File: config.mk
export PLATFORM = sky130hd
export DESIGN_NAME = camera_capture
export DESIGN_NICKNAME = d
export VERILOG_FILES = /design/src/rtl/camera_capture.sv
export SDC_FILE = /design/constraint.sdc
export NUM_CORES = 1
export LEC_CHECK = 0
export CORE_ASPECT_RATIO = 1.4
export CORE_MARGIN = 5
export CORE_UTILIZATION = 55
export CTS_CLUSTER_SIZE = 20
export DETAILED_ROUTE_END_ITERATION = 10
export PLACE_DENSITY = 0.82
export RECOVER_POWER = 50
export SLEW_MARGIN = 10
export SYNTH_ARGS = -nofsm -noshare
export SYNTH_HDL_FRONTEND = slang
export SYNTH_SLANG_ARGS = --single-unit
File: constraint.sdc
create_clock -name PCLK -period 3.6 [get_ports PCLK]
set_input_delay 0.54 -clock PCLK [delete_from_list [all_inputs] [get_ports PCLK]]
set_output_delay 0.54 -clock PCLK [all_outputs]
set_load 0.02 [all_outputs]
File: src/rtl/camera_capture.sv
// DVP-style camera capture: samples vsync/href/din on PCLK, packs bus beats into pixels
// and writes them densely into a frame BRAM, with optional 2:1 decimation and frame sequencing.
module camera_capture #(
    parameter int unsigned COLS          = 640,
    parameter int unsigned ROWS          = 480,
    parameter int unsigned DIN_W         = 8,
    parameter int unsigned BYTES_PER_PIX = 2,
    parameter int unsigned ADDR_W        = 19
) (
    input  logic                             PCLK,
    input  logic                             reset,
    input  logic                             enable,
    input  logic                             decim,
    input  logic                             vsync,
    input  logic                             href,
    input  logic [DIN_W-1:0]                 din,
    output logic [ADDR_W-1:0]                waddr,
    output logic [DIN_W*BYTES_PER_PIX-1:0]   wdata,
    output logic                             we,
    output logic                             frame_done,
    output logic [15:0]                      frame_cnt,
    output logic                             line_err,
    output logic                             busy
);

    localparam int unsigned PIX_W  = DIN_W * BYTES_PER_PIX;
    localparam int unsigned BIDX_W = (BYTES_PER_PIX > 1) ? $clog2(BYTES_PER_PIX) : 1;
    localparam logic [BIDX_W-1:0] LAST_BEAT = BIDX_W'(BYTES_PER_PIX - 1);
    localparam logic [ADDR_W-1:0] LAST_ADDR = ADDR_W'(COLS * ROWS - 1);
    localparam logic [15:0]       COLS_W    = 16'(COLS);
    localparam logic [15:0]       ROWS_W    = 16'(ROWS);

    typedef enum logic [0:0] {StIdle, StCapture} state_t;

    state_t              state;
    logic                vsync_r, href_r, vsync_q, href_q;
    logic [DIN_W-1:0]    din_r;
    logic [15:0]         col, row;
    logic [BIDX_W-1:0]   byte_idx;
    logic [ADDR_W-1:0]   wcnt;
    logic                decim_l;
    logic [PIX_W-1:0]    pix_next;

    logic vs_fall, vs_rise, href_fall, frame_start, store;

    // Pins are sampled once; edges are detected on the sampled copies, so every
    // decision sees a stable, already-registered view of the sensor bus.
    assign vs_fall     = vsync_q & ~vsync_r;
    assign vs_rise     = ~vsync_q & vsync_r;
    assign href_fall   = href_q & ~href_r;
    assign frame_start = vs_fall & enable;
    assign store       = (col < COLS_W) && (row < ROWS_W) && (!decim_l || (!col[0] && !row[0]));

    generate
        if (BYTES_PER_PIX == 1) begin : g_single
            assign pix_next = din_r;
        end else begin : g_multi
            logic [PIX_W-DIN_W-1:0] sr;
            always_ff @(posedge PCLK) begin
                if (reset) begin
                    sr <= '0;
                end else if (state == StCapture && href_r) begin
                    sr <= pix_next[PIX_W-DIN_W-1:0];
                end
            end
            // Earlier beats sit above the newest one, so the first beat lands in the MSBs.
            assign pix_next = {sr, din_r};
        end
    endgenerate

    always_ff @(posedge PCLK) begin
        if (reset) begin
            state      <= StIdle;
            vsync_r    <= 1'b0;
            href_r     <= 1'b0;
            din_r      <= '0;
            vsync_q    <= 1'b0;
            href_q     <= 1'b0;
            col        <= '0;
            row        <= '0;
            byte_idx   <= '0;
            wcnt       <= '0;
            decim_l    <= 1'b0;
            waddr      <= '0;
            wdata      <= '0;
            we         <= 1'b0;
            frame_done <= 1'b0;
            frame_cnt  <= '0;
            line_err   <= 1'b0;
            busy       <= 1'b0;
        end else begin
            vsync_r    <= vsync;
            href_r     <= href;
            din_r      <= din;
            vsync_q    <= vsync_r;
            href_q     <= href_r;
            we         <= 1'b0;
            frame_done <= 1'b0;

            if (frame_start) begin
                state    <= StCapture;
                busy     <= 1'b1;
                col      <= '0;
                row      <= '0;
                byte_idx <= '0;
                wcnt     <= '0;
                line_err <= 1'b0;
                decim_l  <= decim;
            end else if (state == StCapture) begin
                if (vs_fall) begin
                    // Continuous mode ends here when enable was dropped between frames.
                    state <= StIdle;
                    busy  <= 1'b0;
                end else begin
                    if (href_r) begin
                        if (byte_idx == LAST_BEAT) begin
                            byte_idx <= '0;
                            if (col != 16'hFFFF) col <= col + 16'd1;
                            if (store) begin
                                we    <= 1'b1;
                                wdata <= pix_next;
                                waddr <= wcnt;
                                if (wcnt != LAST_ADDR) wcnt <= wcnt + 1'b1;
                            end
                        end else begin
                            byte_idx <= byte_idx + 1'b1;
                        end
                    end
                    if (href_fall) begin
                        if (row != 16'hFFFF) row <= row + 16'd1;
                        if (col != COLS_W || byte_idx != '0) line_err <= 1'b1;
                        col      <= '0;
                        byte_idx <= '0;
                    end
                    if (vs_rise) begin
                        frame_done <= 1'b1;
                        frame_cnt  <= frame_cnt + 16'd1;
                        if (!enable) begin
                            state <= StIdle;
                            busy  <= 1'b0;
                        end
                    end
                end
            end
        end
    end

endmodule

==> results of run 1 <==
## cell usage after synthesis (9+ instances only)
cell	number
sky130_fd_sc_hd__nand4_1	22
sky130_fd_sc_hd__inv_1	9
sky130_fd_sc_hd__or4_1	18
sky130_fd_sc_hd__dfxtp_1	129
sky130_fd_sc_hd__nor2_1	56
sky130_fd_sc_hd__and3_1	10
sky130_fd_sc_hd__xor2_1	27
sky130_fd_sc_hd__a21oi_1	69
sky130_fd_sc_hd__o31ai_1	14
sky130_fd_sc_hd__or3_1	9
sky130_fd_sc_hd__nor2b_1	12
sky130_fd_sc_hd__nand2_1	116
sky130_fd_sc_hd__o21ai_0	11
sky130_fd_sc_hd__xnor2_1	9
sky130_fd_sc_hd__clkbuf_1	31
sky130_fd_sc_hd__nand3_1	23
## cell usage in the layout, fill, tap and decap left out, types with 3 or more instances in the layout
master,instances
sky130_fd_sc_hd__dfxtp_1,129
sky130_fd_sc_hd__nand2_1,116
sky130_fd_sc_hd__a21oi_1,69
sky130_fd_sc_hd__nor2_1,56
sky130_fd_sc_hd__dlygate4sd3_1,55
sky130_fd_sc_hd__xor2_1,27
sky130_fd_sc_hd__nand3_1,23
sky130_fd_sc_hd__nand4_1,22
sky130_fd_sc_hd__or4_1,18
sky130_fd_sc_hd__clkbuf_16,17
sky130_fd_sc_hd__o31ai_1,14
sky130_fd_sc_hd__nor2b_1,12
sky130_fd_sc_hd__clkdlybuf4s50_1,12
sky130_fd_sc_hd__o21ai_0,11
sky130_fd_sc_hd__and3_1,10
sky130_fd_sc_hd__inv_1,9
sky130_fd_sc_hd__or3_1,9
sky130_fd_sc_hd__xnor2_1,9
sky130_fd_sc_hd__and4_1,8
sky130_fd_sc_hd__and2_1,7
sky130_fd_sc_hd__nand2b_1,7
sky130_fd_sc_hd__ha_1,7
sky130_fd_sc_hd__o211ai_1,6
sky130_fd_sc_hd__mux2i_1,6
sky130_fd_sc_hd__nor4_1,5
sky130_fd_sc_hd__clkinvlp_4,5
sky130_fd_sc_hd__buf_4,5
sky130_fd_sc_hd__nor3_1,4
sky130_fd_sc_hd__nand3b_1,3
sky130_fd_sc_hd__nor3b_1,3
sky130_fd_sc_hd__o2111ai_1,3
sky130_fd_sc_hd__a211oi_1,3
sky130_fd_sc_hd__clkbuf_8,3
sky130_fd_sc_hd__clkinv_4,3
sky130_fd_sc_hd__clkbuf_1,3
## critical path, stage by stage
cell and delay [ps]:
sky130_fd_sc_hd__clkbuf_1 230, sky130_fd_sc_hd__clkbuf_1 2230, sky130_fd_sc_hd__nor2_1 190
## state kept, by name (all words and copies together), names as in the netlist
register	count
busy	1
byte_idx	1
col	16
decim_l	1
din_r	8
frame_cnt	16
frame_done	1
g_multi.sr	8
href_q	1
href_r	1
line_err	1
row	16
state	1
vsync_q	1
vsync_r	1
waddr	19
wcnt	19
wdata	16
we	1
## logic make-up after synthesis
kind of cell / count (synthesis)
flip-flops: 129
adder cells (fa/ha/maj): 7
multiplexers: 6
buffers and inverters: 47
XOR/XNOR: 36
AO/OA/AOI/OAI: 113
AND/OR/NAND/NOR: 319
## power by group through the flow
stage	clock [uW]	combinational, uW	sequential, uW
5_1_grt	1660	73.1	1450
3_3_place_gp	0	64.9	1470
2_1_floorplan	0	42.1	1470
4_1_cts	1580	67.9	1440
6_report	1560	67.1	1440
3_5_place_dp	0	66.9	1480
## path summary, 6_finish.rpt
| kind | start | to | slack (ps) |
|---|---|---|---|
| worst max-delay path | reset | frame_cnt[11] | 560 |
| worst min-delay path | waddr[17] | waddr[17] | 450 |
| worst max register to register | vsync_r | row[13] | 630 |
| worst min register to register | waddr[17] | waddr[17] | 450 |
## metrics by stage
stage,utilization [%],hold slack [ps]
6_report,69.11,446.7
5_1_grt,69.11,475.2
4_1_cts,69.16,354.7
3_5_place_dp,63.54,445.4
3_3_place_gp,63.54,439.7
2_1_floorplan,-,432.1
## final cells by class
cell class	count	area share [%]
Inverter	9	0.4965
Clock inverter	11	1.214
Sequential cell	129	37.96
Timing Repair Buffer	74	10.52
Multi-Input combinational cell	481	40.42
Tap cell	135	2.483
Clock buffer	21	6.914
## per-layer routing
layer  vias up  track usage (%)
li1       2414                -
met1      2294            25.43
met2       104            39.26
met3        21            5.848
met4         0            7.816
met5         -                0
==> implementation parameters, run 1 <==
Parameter                              Value

Detailed routing
  Total detailed-routing wirelength    12900 um
  Via count    4833
  Top sig layer    met4
  Detailed-routed wire length on met2    6837 um
  # DRC    0
  Metal1 wirelength    5323 um
  Via density per instance    5.620
  Number of detailed-route iterations in the first pass    5
  Routed Antenna Nets    0
  DR iter-0 viols    249
  Final routed wire length divided by cell count    15.00 um
  Met3 routed WL    519 um

Power and ir drop
  Internal power    2397 uW
  Logic gate share of total power    2.2%
  Clock Power Share    50.8%
  Total power draw    3076 uW
  Share of power burned in registers    47.0%
  Proportion of total power due to net switching    22.07%
  Leak Pwr    0.002451 uW
  Net Sw Power    678.9 uW
  Maximum ir drop on the vdd rail    0.3390 mV
  Power per cell area    452.1 nW/um^2

Min path
  Hold WC Path Type    reg2reg
  Worst hold path stage count    2

Final layout
  Fill cell instance count of the final layout    763
  Final instance count without filler cells    860
  Post-route cell area    6804 sq um
  NumNets Final    733
  Sequential cell area    2582 sq um
  Diode count    0
  Fraction of layout instances using a drive strength above 1    5.931%
  Area growth, synth to finish    23.65%
  Multi-input gate area    2750 sq um

Clock tree
  Number of H-tree levels    4
  Quantity of hold-fixing buffers added after cts    0
  Post-CTS setup buffer count    0
  Clock tree from TritonCTS    yes
  Clock slew seen by the registers of the worst setup and hold paths    60 ps
  Clock latency of the later-clocked register in the worst-skew pair    420 ps
  Total CTS buffers    17
  Total clock sinks    129
  Root buf cell    sky130_fd_sc_hd__clkbuf_16
  Post_cts resized    0
  Maximum buffer depth of the clock tree    2

Timing
  RSZ-0062 raised after global routing    no
  Rel. slew slack    -106.3%
  Peak clock frequency supported by timing    0.3293 GHz
  Aggregate negative setup slack    0 ps
  Final period utilization    84.35%
  Final Skew    6.412 ps
  Count of endpoints failing setup in the final report    0
  Number of failing hold endpoints at the final stage    0
  Fin. max-slew vios    74
  Min setup slack post-route    563.4 ps
  Worst Max-Slew Pin Slew    3094 ps
  Min Tclk post-route    3037 ps

Global route
  Overflow left after global routing    0
  Tot GR Track Use    22.11%
  Wire length of the first global-routing pass    21400 um
  Maximum number of pins on one net before global-route repair    74
  Antenna violations before repair    0
  Vias in the first global route    4564

Critical path
  Length in cells of the worst reg-to-reg path    7
  CP Capture Type    flop
  Maximum fanout along the worst path    73
  Critical path data arrival time    3210 ps
  Critical path class    in2reg
  Endpoint required time on the critical path    3770 ps
  Category of the worst setup path launch point    primary input

Place
  DPL Wire Length    8758 um
  Count of placed standard cells including taps    828
  Placement Cell Area    6256 sq um
  Number of buffers added on ports    68
  Pre-CTS setup slack    809.5 ps
  Weighted congestion at the end of routability-driven global placement    0.8562

Yosys
  Post-Syn Nets    678
  Most frequently used flop master after synthesis    sky130_fd_sc_hd__dfxtp_1
  Synthesis Warnings    0
  Share of synthesized cell area in full adder, half adder and majority cells    1.592%
  Netlist Area Pre-Place    5503 sq um
  Register bit total from synthesis    129
  Cells after Synth    657
  Fraction of the mapped netlist area in compound gates    11.87%
  Yosys top cell area share    46.93%
  Async set-reset flop share out of synthesis    0%
  Area fraction in and, or, nand and nor cells after synthesis    29.49%
  Syn_area_per_cell    8.376 sq um
  Count of flip-flops with a built-in enable after synthesis    0
  Main combinational cell family by area after synthesis    simple AND/OR/NAND/NOR gates
  Share of cell area taken by muxes after synthesis    1.091%
  XOR/XNOR Fraction of Synth Area    5.730%
  Library cells used by synthesis    49
  Sequential cell area fraction in the yosys report    46.93%
  Leading cell types by total area after synthesis    sky130_fd_sc_hd__dfxtp_1, sky130_fd_sc_hd__nand2_1, sky130_fd_sc_hd__a21oi_1, sky130_fd_sc_hd__xor2_1, sky130_fd_sc_hd__nor2_1
  Cell accounting for the most synthesized area    sky130_fd_sc_hd__dfxtp_1

Floorplanning
  # IOs    69
  Die extent in y    128.4 um
  Overall die width    94.54 um
  Initial core utilization    55.89%
  Area of the die    12130 sq um
  Area of the placeable core    9846 sq um
  Std cell rows    43

Run status
  Status    finished with violations
  Violations in the final reports    capacitance limit, slew limit

Flow run
  Max-Cap Viols    1
No activity file was read; power rests on OpenSTA's default activity.
==> run 2: changes to the inputs <==
clock period = 2.95 ns   (was 3.6 ns; I/O delays follow)
==> run 2 against run 1 <==
Compared with the run above: non-clock buffer count increased by 6; hold slack got worse by 100 ps; clock power increased by 44%; die area unchanged; the run now ends clean; critical endpoint is now wcnt[12]; final cell count increased by 0.70%; final area increased by 1.8%; clock skew about the same; sequential cell count unchanged; utilization increased by 1.2 points; routed wire length increased by 1.3%; largest power group unchanged; largest cell class unchanged; power increased by 33%.
==> implementation parameters, run 2 (synthesis results as in run 1) <==
Parameter                              Value

Detailed routing
  Via density per instance    5.739 (+2.1%)
  Routed Antenna Nets    0 (unchanged)
  Via count    4970 (+2.8%)
  Final routed wire length divided by cell count    15.08 um (+0.56%)
  Number of detailed-route iterations in the first pass    5 (unchanged)
  # DRC    0 (unchanged)
  DR iter-0 viols    261 (+4.8%)
  Total detailed-routing wirelength    13060 um (+1.3%)

Power and ir drop
  Power per cell area    589.9 nW/um^2 (+30%)
  Leak Pwr    0.002524 uW (+3.0%)
  Maximum ir drop on the vdd rail    0.5422 mV (+60%)

Timing
  Peak clock frequency supported by timing    0.3655 GHz
  Number of failing hold endpoints at the final stage    0 (unchanged)
  Aggregate negative setup slack    0 ps (unchanged)
  Worst slack on hold paths    345.5 ps (-101.3 ps)
  Min Tclk post-route    2736 ps
  RSZ-0062 raised after global routing    no
  Count of endpoints failing setup in the final report    0 (unchanged)
  Final period utilization    92.74%
  Final Skew    6.724 ps (+0.3120 ps)
  Fin. max-slew vios    0 (-100%)
  Worst Max-Slew Pin Slew    1383 ps (-1711 ps)
  Rel. slew slack    7.810% (+110 points)

Floorplanning
  Die extent in y    128.4 um (unchanged)
  Area of the die    12130 sq um (unchanged)
  Initial core utilization    55.89% (unchanged)
  Area of the placeable core    9846 sq um (unchanged)
  # IOs    69 (unchanged)
  Std cell rows    43 (unchanged)
  Overall die width    94.54 um (unchanged)

Clock tree
  Maximum buffer depth of the clock tree    2 (unchanged)
  Total clock sinks    129 (unchanged)
  Number of H-tree levels    4 (unchanged)
  Post_cts resized    0 (unchanged)
  Total CTS buffers    17 (unchanged)
  Clock latency of the later-clocked register in the worst-skew pair    410 ps (about the same)
  Clock slew seen by the registers of the worst setup and hold paths    60 ps (about the same)
  Quantity of hold-fixing buffers added after cts    0 (unchanged)
  Post-CTS setup buffer count    0 (unchanged)
  Clock tree from TritonCTS    yes
  Root buf cell    sky130_fd_sc_hd__clkbuf_16

Global route
  Wire length of the first global-routing pass    22220 um (+3.9%)
  Maximum number of pins on one net before global-route repair    75 (+1.4%)
  Tot GR Track Use    22.50% (+0.39 points)
  Vias in the first global route    4884 (+7.0%)
  Antenna violations before repair    0 (unchanged)
  Overflow left after global routing    0 (unchanged)

Place
  Number of buffers added on ports    68 (unchanged)
  Weighted congestion at the end of routability-driven global placement    0.8566 (about the same)
  DPL Wire Length    8776 um (+0.20%)

Run status
  Status    finished clean

Critical path
  Critical path buffers and inverters    0 (-2)
  Library cell contributing the largest single delay on the critical path    sky130_fd_sc_hd__or3_1
  Crit-path cells    nand2_2 -> or4_1 -> or3_1 -> nor4b_1 -> mux2i_1
  Family with the most delay on the worst path    simple AND/OR/NAND/NOR gates
  Maximum fanout along the worst path    26 (-64%)
  CP Capture Type    flop
  Critical path data arrival time    3070 ps (-140 ps)
  Critical path class    reg2reg
  Maximum single-stage delay on the critical path    630 ps (-1600 ps)
  Endpoint required time on the critical path    3280 ps (-490 ps)
  Category of the worst setup path launch point    flop

Final layout
  Multi-input gate area    2750 sq um (unchanged)
  Fill cell instance count of the final layout    737 (-3.4%)
  NumNets Final    739 (+0.82%)
  Area growth, synth to finish    25.88%
  Largest registers    waddr (19), wcnt (19)
  Diode count    0 (unchanged)
  Sequential cell area    2582 sq um (unchanged)
  Commonest non-fill, non-tap cell in the layout    sky130_fd_sc_hd__dfxtp_1
  Fraction of layout instances using a drive strength above 1    6.566% (+0.64 points)
  Highest-count cells in the layout ignoring fill and taps    sky130_fd_sc_hd__dfxtp_1, sky130_fd_sc_hd__nand2_1, sky130_fd_sc_hd__a21oi_1, sky130_fd_sc_hd__nor2_1, sky130_fd_sc_hd__dlygate4sd3_1

Min path
  Hold WC Path Type    in2reg

Flow run
  Max-Cap Viols    0 (-1)
==> run 2: path summary, 6_finish.rpt <==
kind / slack, ps / from / cells after the start / to
worst max-delay path: 210 / state / 5 / wcnt[12]
worst min-delay path: 350 / reset / 2 / decim_l
worst max register to register: 210 / state / 5 / wcnt[12]
worst min register to register: 450 / waddr[9] / 2 / waddr[9]
==> run 2: power breakdown <==
group          internal (uW)  total, uW  switching [uW]
clock network           1450       2240             793
registers               1750       1760            8.99
logic                   31.0       82.2            51.2
total                   3230       4090             853
==> run 2: area by class of cell <==
type	instances	area share, %
Timing Repair Buffer	80	10.84
Sequential cell	129	37.28
Tap cell	135	2.439
Inverter	9	0.4877
Multi-Input combinational cell	481	39.70
Clock buffer	18	6.340
Clock inverter	14	2.908
==> run 2: per-layer routing <==
metal | share of wire [%] | GRT usage, % | up-vias
li1 | - | - | 2432
met2 | 54 | 39.30 | 153
met4 | 1.8 | 8.836 | 0
met1 | 40 | 26.31 | 2361
met5 | 0 | 0 | -
met3 | 4.2 | 5.556 | 24
==> run 2: metrics by stage <==
stage          cell area, sq um  cells  utilization (%)  worst slack, ps  total power, uW
3_3_place_gp               6301    834            64.00            442.2             1881
3_5_place_dp               6301    834            64.00            318.0             1884
2_1_floorplan              5503    657                -            454.7             1848
4_1_cts                    6942    866            70.50            215.0             4109
6_report                   6927    866            70.35            214.2             4086
5_1_grt                    6927    866            70.35            83.11             4215
==> run 3: changes to the inputs <==
PLACE_DENSITY = 0.87   (was 0.82)
SLEW_MARGIN = 5   (was 10)
clock period = 3.07 ns   (was 2.95 ns; I/O delays follow)
==> run 3 against run 2 <==
Compared with the run above: via count shrank 0.78%; routed wire length increased by 0.70%; register-to-register slack better by 120 ps; global-route usage rose by 0.64 points; sequential cell count unchanged; final cell count down 0.35%; maximum frequency is essentially flat; first-iteration DRC count increased by 24%; worst setup slack better by 120 ps; utilization shrank 0.60 points; die area stayed put.
==> implementation parameters, run 3 (synthesis results as in run 1) <==
Parameter                              Value

Run status
  Status    finished clean

Critical path
  CP Capture Type    flop
  Critical path class    reg2reg
  Worst r2r dst    wcnt[13]
  Critical path endpoint    wcnt[13]
  Critical path data arrival time    3080 ps (about the same)
  Critical path buffers and inverters    0 (unchanged)
  Category of the worst setup path launch point    flop
  Depth of the critical timing path with buffers and inverters included    5 (unchanged)
  Setup crit start    col[15]
  Family with the most delay on the worst path    simple AND/OR/NAND/NOR gates
  Internal reg-to-reg setup slack    340 ps (+120 ps)
  Crit-path cells    or4_4 -> or3_4 -> or3_1 -> or4_1 -> a21oi_1
  Maximum fanout along the worst path    21 (-19%)
  Library cell contributing the largest single delay on the critical path    sky130_fd_sc_hd__or3_1
  Endpoint required time on the critical path    3420 ps (+140 ps)
  Length in cells of the worst reg-to-reg path    5 (unchanged)
  Maximum single-stage delay on the critical path    660 ps (+30 ps)
  Worst reg2reg startpoint    col[15]

Detailed routing
  Number of detailed-route iterations in the first pass    6 (+1)
  Total detailed-routing wirelength    13160 um (+0.70%)
  Via density per instance    5.714 (-0.44%)
  DR iter-0 viols    323 (+24%)
  Via count    4931 (-0.78%)
  # DRC    0 (unchanged)
  Routed Antenna Nets    0 (unchanged)
  Final routed wire length divided by cell count    15.24 um (+1.1%)

Power and ir drop
  Power per cell area    547.6 nW/um^2 (-7.2%)
  Maximum ir drop on the vdd rail    0.5053 mV (-6.8%)
  Leak Pwr    0.002479 uW (-1.8%)

Final layout
  Multi-input gate area    2756 sq um (+0.23%)
  Sequential cell area    2582 sq um (unchanged)
  Final standard cell utilization of the core    69.75% (-0.60 points)
  Highest-count cells in the layout ignoring fill and taps    sky130_fd_sc_hd__dfxtp_1, sky130_fd_sc_hd__nand2_1, sky130_fd_sc_hd__a21oi_1, sky130_fd_sc_hd__nor2_1, sky130_fd_sc_hd__dlygate4sd3_1
  Fraction of layout instances using a drive strength above 1    6.456% (-0.11 points)
  Largest registers    waddr (19), wcnt (19)
  Area growth, synth to finish    24.81%
  Commonest non-fill, non-tap cell in the layout    sky130_fd_sc_hd__dfxtp_1
  NumNets Final    736 (-0.41%)
  Fill cell instance count of the final layout    739 (+0.27%)
  Final instance count without filler cells    863 (-0.35%)
  Diode count    0 (unchanged)

Floorplanning
  Initial core utilization    55.89% (unchanged)
  Die extent in y    128.4 um (unchanged)
  Overall die width    94.54 um (unchanged)
  Area of the placeable core    9846 sq um (unchanged)
  Std cell rows    43 (unchanged)
  Area of the die    12130 sq um (unchanged)
  # IOs    69 (unchanged)

Global route
  Antenna violations before repair    0 (unchanged)
  Tot GR Track Use    23.14% (+0.64 points)
  Wire length of the first global-routing pass    22490 um (+1.2%)
  Vias in the first global route    4848 (-0.74%)
  Overflow left after global routing    0 (unchanged)
  Maximum number of pins on one net before global-route repair    77 (+2.7%)

Timing
  Fin. max-slew vios    0 (unchanged)
  Number of failing hold endpoints at the final stage    0 (unchanged)
  Count of endpoints failing setup in the final report    0 (unchanged)
  Aggregate negative setup slack    0 ps (unchanged)
  Worst slack on hold paths    444.0 ps (+98.51 ps)
  Final period utilization    89.05% (-3.7 points)
  Final Skew    9.693 ps (+2.969 ps)
  Min Tclk post-route    2734 ps (-2.006 ps)
  RSZ-0062 raised after global routing    no
  Worst Max-Slew Pin Slew    1408 ps (+25.41 ps)
  Rel. slew slack    6.116% (-1.7 points)
  Peak clock frequency supported by timing    0.3658 GHz (about the same)
  Min setup slack post-route    336.2 ps (+122.0 ps)

Min path
  Hold WC Path Type    reg2reg
  Min-Delay Startpoint    din_r[4]

Place
  Count of placed standard cells including taps    831 (-0.36%)
  Number of buffers added on ports    68 (unchanged)
  Pre-CTS setup slack    333.2 ps (+15.23 ps)
  Weighted congestion at the end of routability-driven global placement    0.8539 (-0.32%)
  DPL Wire Length    9010 um (+2.7%)

Clock tree
  Number of H-tree levels    4 (unchanged)
  Total clock sinks    129 (unchanged)
  Clock slew seen by the registers of the worst setup and hold paths    60 ps (about the same)
  Total CTS buffers    17 (unchanged)
  Clock tree from TritonCTS    yes
  Maximum buffer depth of the clock tree    2 (unchanged)
  Post-CTS setup buffer count    0 (unchanged)
  Clock latency of the later-clocked register in the worst-skew pair    420 ps (about the same)
  Root buf cell    sky130_fd_sc_hd__clkbuf_16

Flow run
  Max-Cap Viols    0 (unchanged)
==> run 3: final cells by class <==
| class | count | share of cell area, % |
|---|---|---|
| multi-input combinational | 481 | 40.13 |
| sequential | 129 | 37.60 |
| timing repair buffer | 77 | 10.71 |
| clock buffer | 20 | 6.650 |
| tap | 135 | 2.459 |
| clock inverter | 12 | 1.949 |
| inverter | 9 | 0.4919 |
==> run 3: repair_timing <==
item | 4_1_cts | 5_1_grt
gates resized for setup | 0 | 1
endpoints found under the hold margin | 0 | 0
hold buffers | 0 | 0
setup endpoints to repair | 0 | 1
==> run 3: power breakdown <==
group	internal (uW)	switching [uW]
Clock	1240	750
Combinational	30.9	47.9
Sequential	1690	8.63
Total	2950	807
==> run 3: worst min path at each step <==
| stage | slack, ps | to | cells past startpoint |
|---|---|---|---|
| 2_1_floorplan | 430 | g_multi.sr[0] | 2 |
| 3_3_place_gp | 440 | wdata[12] | 2 |
| 3_5_place_dp | 440 | g_multi.sr[4] | 2 |
| 4_1_cts | 450 | g_multi.sr[4] | 2 |
| 5_1_grt | 470 | waddr[9] | 2 |
| 6_report | 440 | g_multi.sr[4] | 2 |
==> run 3: worst register-to-register path, stage by stage (launching register included) <==
cell                      delay [ps]
sky130_fd_sc_hd__dfxtp_1         330
sky130_fd_sc_hd__or4_4           540
sky130_fd_sc_hd__or3_4           370
sky130_fd_sc_hd__or3_1           660
sky130_fd_sc_hd__or4_1           610
sky130_fd_sc_hd__a21oi_1         150
==> run 3: metal layers <==
metal / global-route usage, % / share of wire [%] / routed length (um)
met3: 5.439 / 4.0 / 531
met2: 41.35 / 54 / 7080
met5: 0 / 0 / 0
met4: 10.62 / 2.8 / 373
met1: 25.73 / 39 / 5170
==> run 3: through the flow <==
stage | area, sq um | power, uW
after floorplan | 5503 | 1776
after global placement | 6279 | 1807
after detailed placement | 6279 | 1809
after CTS | 6869 | 3778
after global routing | 6868 | 3866
final | 6868 | 3761
